## src/rtl/coder_pkg.sv

```systemverilog
// Shared types and constants for the coder lane packer.
package coder_pkg;

    localparam int unsigned LANES_DEF  = 8;
    localparam int unsigned WORD_BYTES = 4;
    localparam int unsigned BYTE_W     = 8;
    localparam int unsigned WORD_W     = WORD_BYTES * BYTE_W;
    localparam int unsigned LANE_W     = $clog2(LANES_DEF);
    localparam int unsigned CNT_W      = $clog2(WORD_BYTES);
    localparam int unsigned IDX_W      = 8;

    typedef logic [LANE_W-1:0] lane_idx_t;

    typedef struct packed {
        lane_idx_t                 idx;
        logic [WORD_W-1:0]         word;
        logic [WORD_BYTES-1:0]     keep;
        logic                      last;
    } out_beat_t;

    typedef enum logic {
        RUN   = 1'b0,
        FLUSH = 1'b1
    } packer_state_t;

    // Contiguous byte mask for a partially filled word holding cnt bytes.
    function automatic logic [WORD_BYTES-1:0] keep_mask(input logic [CNT_W-1:0] cnt);
        return WORD_BYTES'((5'd1 << cnt) - 5'd1);
    endfunction

endpackage

```

## src/rtl/lane_pack_slot.sv

```systemverilog
// One lane's partial word buffer and byte count.
module lane_pack_slot
    import coder_pkg::*;
(
    input  logic              clk,
    input  logic              rst_n,
    input  logic              wr_en,
    input  logic [BYTE_W-1:0] wr_byte,
    input  logic              take,
    output logic [WORD_W-1:0] lane_word,
    output logic [CNT_W-1:0]  cnt
);

    // Append a byte at position cnt; a fourth byte or a take empties the slot.
    always_ff @(posedge clk or negedge rst_n) begin
        if (!rst_n) begin
            lane_word <= '0;
            cnt       <= '0;
        end else if (take) begin
            lane_word <= '0;
            cnt       <= '0;
        end else if (wr_en) begin
            if (cnt == CNT_W'(WORD_BYTES - 1)) begin
                lane_word <= '0;
                cnt       <= '0;
            end else begin
                lane_word[BYTE_W*cnt +: BYTE_W] <= wr_byte;
                cnt                              <= cnt + 1'b1;
            end
        end
    end

endmodule

```

## src/rtl/coder_lane_packer.sv

```systemverilog
// Packs per-lane coder bytes into lane-tagged 32-bit LE words, flushing
// partial lanes at end of stream. Optional macro PACKER_PERF_CNT_EN adds
// perf_bytes / perf_words handshake counters.
module coder_lane_packer
    import coder_pkg::*;
#(
    parameter int unsigned LANES = LANES_DEF
) (
    input  logic                  clk,
    input  logic                  rst_n,
    input  logic                  in_valid,
    output logic                  in_ready,
    input  logic [IDX_W-1:0]      in_bits_idx,
    input  logic [BYTE_W-1:0]     in_bits_byte,
    input  logic                  in_bits_last,
    output logic                  out_valid,
    input  logic                  out_ready,
    output logic [IDX_W-1:0]      out_bits_idx,
    output logic [WORD_W-1:0]     out_bits_word,
    output logic [WORD_BYTES-1:0] out_bits_keep,
    output logic                  out_bits_last
`ifdef PACKER_PERF_CNT_EN
    ,
    output logic [31:0]           perf_bytes,
    output logic [31:0]           perf_words
`endif
);

    packer_state_t     state, state_nx;
    lane_idx_t         ptr, ptr_nx;
    out_beat_t         out_q, out_nx;
    logic              out_valid_nx;
    logic              run_en;

    logic [WORD_W-1:0] lane_word [LANES];
    logic [CNT_W-1:0]  lane_cnt  [LANES];
    logic [LANES-1:0]  wr_vec, take_vec;
    logic [LANES-1:0]  busy, busy_after, scan;

    lane_idx_t         in_lane;
    lane_idx_t         pick;
    logic              pick_found, pick_above;
    logic              free_c, accept_c, in_full_c;
    logic              unused_idx_hi;

    assign in_lane       = in_bits_idx[LANE_W-1:0];
    assign unused_idx_hi = ^in_bits_idx[IDX_W-1:LANE_W];
    assign free_c        = !out_valid || out_ready;
    assign in_ready      = run_en && (state == RUN) && free_c;
    assign accept_c      = in_valid && in_ready;
    assign in_full_c     = (lane_cnt[in_lane] == CNT_W'(WORD_BYTES - 1));

    // Lane slots.
    for (genvar g = 0; g < LANES; g++) begin : g_lane
        lane_pack_slot u_slot (
            .clk       (clk),
            .rst_n     (rst_n),
            .wr_en     (wr_vec[g]),
            .wr_byte   (in_bits_byte),
            .take      (take_vec[g]),
            .lane_word (lane_word[g]),
            .cnt       (lane_cnt[g])
        );
    end

    // Occupancy now and as it will be after the current accept.
    always_comb begin
        busy = '0;
        for (int l = 0; l < LANES; l++) begin
            busy[l] = (lane_cnt[l] != '0);
        end
        busy_after = busy;
        if (accept_c) begin
            busy_after[in_lane] = !in_full_c;
        end
    end

    // Priority pick of the lowest occupied lane at or above the scan pointer.
    always_comb begin
        scan       = '0;
        pick       = '0;
        pick_above = 1'b0;
        for (int l = 0; l < LANES; l++) begin
            scan[l] = busy[l] && (l >= int'(ptr));
        end
        for (int l = LANES - 1; l >= 0; l--) begin
            if (scan[l]) begin
                pick = lane_idx_t'(l);
            end
        end
        for (int l = 0; l < LANES; l++) begin
            if (scan[l] && (lane_idx_t'(l) > pick)) begin
                pick_above = 1'b1;
            end
        end
        pick_found = |scan;
    end

    // Next-state, lane controls and output register load.
    always_comb begin
        state_nx     = state;
        ptr_nx       = ptr;
        out_nx       = out_q;
        out_valid_nx = out_valid && !out_ready;
        wr_vec       = '0;
        take_vec     = '0;
        case (state)
            RUN: begin
                if (accept_c) begin
                    wr_vec[in_lane] = 1'b1;
                    if (in_full_c) begin
                        out_valid_nx = 1'b1;
                        out_nx.idx   = in_lane;
                        out_nx.word  = {in_bits_byte, lane_word[in_lane][WORD_W-BYTE_W-1:0]};
                        out_nx.keep  = '1;
                        out_nx.last  = in_bits_last && !(|busy_after);
                    end
                    if (in_bits_last && (|busy_after)) begin
                        state_nx = FLUSH;
                        ptr_nx   = '0;
                    end
                end
            end
            FLUSH: begin
                if (free_c) begin
                    if (pick_found) begin
                        out_valid_nx   = 1'b1;
                        out_nx.idx     = pick;
                        out_nx.word    = lane_word[pick];
                        out_nx.keep    = keep_mask(lane_cnt[pick]);
                        out_nx.last    = !pick_above;
                        take_vec[pick] = 1'b1;
                        ptr_nx         = pick + 1'b1;
                        if (!pick_above) begin
                            state_nx = RUN;
                        end
                    end else begin
                        state_nx = RUN;
                    end
                end
            end
            default: state_nx = RUN;
        endcase
    end

    // State and output register.
    always_ff @(posedge clk or negedge rst_n) begin
        if (!rst_n) begin
            state     <= RUN;
            ptr       <= '0;
            out_q     <= '0;
            out_valid <= 1'b0;
            run_en    <= 1'b0;
        end else begin
            state     <= state_nx;
            ptr       <= ptr_nx;
            out_q     <= out_nx;
            out_valid <= out_valid_nx;
            run_en    <= 1'b1;
        end
    end

    assign out_bits_idx  = IDX_W'(out_q.idx);
    assign out_bits_word = out_q.word;
    assign out_bits_keep = out_q.keep;
    assign out_bits_last = out_q.last;

`ifdef PACKER_PERF_CNT_EN
    // Free-running handshake counters, cleared only by reset.
    always_ff @(posedge clk or negedge rst_n) begin
        if (!rst_n) begin
            perf_bytes <= '0;
            perf_words <= '0;
        end else begin
            if (accept_c) begin
                perf_bytes <= perf_bytes + 32'd1;
            end
            if (out_valid && out_ready) begin
                perf_words <= perf_words + 32'd1;
            end
        end
    end
`endif

endmodule

```

## config.mk

```make
export PLATFORM = sky130hd
export DESIGN_NAME = coder_lane_packer
export DESIGN_NICKNAME = d
export VERILOG_FILES = /design/src/rtl/coder_pkg.sv /design/src/rtl/lane_pack_slot.sv /design/src/rtl/coder_lane_packer.sv
export SDC_FILE = /design/constraint.sdc
export NUM_CORES = 1
export LEC_CHECK = 0
export ABC_AREA = 1
export CAP_MARGIN = 20
export CORE_UTILIZATION = 34
export DETAILED_ROUTE_END_ITERATION = 10
export SYNTH_ARGS = -nofsm -noshare
export SYNTH_HDL_FRONTEND = slang
export SYNTH_SLANG_ARGS = --single-unit
```

## constraint.sdc

```tcl
create_clock -name clk -period 5.55 [get_ports clk]
set_input_delay 1.11 -clock clk [delete_from_list [all_inputs] [get_ports clk]]
set_output_delay 1.11 -clock clk [all_outputs]
set_load 0.02 [all_outputs]
```

==> run_results.csv <==
group,metric,value,unit
status,status,"finished, final reports clean",
cells_and_area,finalNonFillerCells,3552,
global_route,grt_remaining_overflow,0,
worst_setup_path,worst_ep_arrival_time,4660,ps
sta,fin_tns_setup,0,ps
yosys,syn_area,20000,um^2
floorplanning,die-width,244,um
global_route,grt_pass1_vias,18000,
global_route,grt_pass1_wl,119,mm
floorplanning,die_h,244,um
yosys,netlist-cell-type-count,50,
sta,rsz0062_at_grt,"false",
floorplanning,ioPinCount,68,
sta,min_period_over_period,76.1,%
sta,drv_slew,0,
sta,tightest_slew,1010,ps
power,p_per_area,642,nW/um^2
sta,setup_viol,0,
yosys,ys_ff_latch,318,
worst_setup_path,cp-end-kind,"flop",
yosys,synth_top_area_share,39.8,%
sta,holdWs,470,ps
worst_setup_path,crit_type,"reg -> reg",
sta,clock_skew,13.7,ps
global_route,grt_max_degree,94,
worst_setup_path,start_kind,"flop",
worst_setup_path,cp_max_fo,27,
cells_and_area,final_common_cell,"nand2_1",
place,dpl.hpwl,56.2,mm
clocking,cts_sinks,318,
routing,avgRoutedWirePerCell,22.5,um
power,irDropWorstVdd,0.826,mV
global_route,grtUsageMet1,36.7,%
clocking,clockBufferDepth,3,
global_route,met3_usage,6.01,%
worst_setup_path,crit_required,5980,ps
yosys,yosysSeqAreaShare,39.8,%
routing,drtPass1Iterations,6,
cells_and_area,layout_common_cells,"nand2_1, dfrtp_1, inv_1",
routing,drt_iter0_markers,2384,
yosys,synthTopCellsByArea,"dfrtp_1, nand2_1, nand3_1",
sta,fmax,237,MHz
cells_and_area,insertedDiodeCount,0,
sta,period_minus_slack,4220,ps
clocking,clk_latency,560,ps
global_route,track_usage,26.7,%
cells_and_area,nets,2831,
yosys,syn_inst,2768,
clocking,cts_root_buf,"clkbuf_16",
yosys,synth_top_area_cell,"dfrtp_1",
clocking,cts_buffers,37,
routing,vias,19700,
clocking,cts_setup_buffers,0,
yosys,postSynth.asyncResetShare,100,%
power,p_leak,10.1,nW
clocking,cts.repair.resized,0,
sta,finalHoldViolations,0,
cells_and_area,drive_gt1_share,8.36,%
worst_hold_path,hold_path.class,"reg -> reg",
clocking,cts.clk_slew.worst_paths,60,ps
floorplanning,core_area,57900,um^2
routing,via_per_inst,5.54,
yosys,yosysWarnings,0,
routing,drc,0,
floorplanning,die_area,59700,um^2
place,placed_cells,3486,
floorplanning,fp-row-count,88,
power,p_total,14.4,mW
place,port_buffers,57,
clocking,cts_tree,"built",
yosys,synth_edf_count,0,
yosys,synth_ff_type,"dfrtp_1",
place,gp_congestion,0.999,
routing,ant_nets,0,
flow_run,drv.max_cap_violation_count,0,
global_route,antenna_found_initial,0,
yosys,avgSynthCellArea,7.22,um^2
floorplanning,start_util,34.5,%
routing,totalWireLength,80.0,mm
clocking,hold_buffers,0,
cells_and_area,syn2layout_area_growth,12.4,%
global_route,busiest_layer,"met2",
clocking,h-tree-depth,2,
sta,max-slew-margin-rel,32.2,%
global_route,grt_util_met2,38.2,%
-- flip-flops by register name, summed over array words and instances (netlist names) --
name,cells
out_bits_last,1
run_en,1
out_bits_word,32
out_bits_idx,3
state,1
g_lane.u_slot.cnt,16
out_valid,1
out_bits_keep,4
g_lane.u_slot.lane_word,256
ptr,3
-- final timing paths --
kind	startpoint	to	slack, ps	cells after the start
worst min-delay path	g_lane[3].u_slot.lane_word[10]	g_lane[3].u_slot.lane_word[10]	470	2
max in group asynchronous	rst_n	g_lane[4].u_slot.lane_word[1]	3930	2
min in group asynchronous	rst_n	g_lane[0].u_slot.lane_word[17]	580	1
worst max-delay path	g_lane[6].u_slot.cnt[0]	g_lane[2].u_slot.lane_word[8]	1330	15
worst min register to register	g_lane[3].u_slot.lane_word[10]	g_lane[3].u_slot.lane_word[10]	470	2
worst max register to register	g_lane[6].u_slot.cnt[0]	g_lane[2].u_slot.lane_word[8]	1330	15
-- cells by family after synthesis --
group	synth area share [%]
and+or+nand+nor	31.8
AOI/OAI and AO/OA	15.5
buffers and inverters	9.69
DFF	39.8
adders and majority gates	3.13
other	0.0376
-- power by group --
group / switching, mW / internal, mW / leakage [nW] / total (mW)
clock: 1.04 / 1.50 / 0.614 / 2.54
sequential: 0.469 / 2.91 / 4.27 / 3.38
combinational: 6.21 / 2.29 / 5.22 / 8.50
-- through the flow --
stage	cell area, um^2	util [%]	setup WS (ps)
2_1_floorplan	20000	-	2480
3_3_place_gp	21200	36.6	1290
3_5_place_dp	21200	36.6	1270
4_1_cts	22500	38.8	1440
5_1_grt	22500	38.8	997
6_report	22500	38.8	1330
-- cells in the mapped netlist (all sizes together), types with 9 or more instances --
cell     count
o22ai       70
inv        286
a21oi       60
o2111ai      9
o31ai       16
clkinv      16
o221ai       9
dfrtp      318
a221oi      19
nor4        19
nand3      219
nor2       177
o21ai      274
nand2      852
nor3        78
nand4       69
a31oi       22
ha          50
clkbuf      94
buf         71
-- routing by layer --
metal  part of all wire (%)  routed length (um)
met1                     42               33700
met2                     41               32700
met3                     10                8190
met4                    6.8                5420
met5                      0                   0
-- layout make-up --
cell class | count | area (um^2)
fill | 6184 | 35500
multi-input combinational | 1987 | 10100
sequential | 318 | 7960
inverter | 302 | 1140
clock buffer | 56 | 1130
timing repair buffer | 114 | 1050
tap | 765 | 957
clock inverter | 10 | 114
-- worst max-delay path, stage by stage, from the launching register on --
cell,delay (ps)
dfrtp_1,820
inv_1,320
ha_1,450
inv_1,220
nand2_2,110
nand3_1,90
nand2_1,70
nand2_2,110
nand2_4,100
nand2_4,370
nand3_2,430
buf_4,340
nand3_1,80
nand2_1,320
nand2_1,140
o21ai_0,80
No activity file was read; power rests on OpenSTA's default activity.
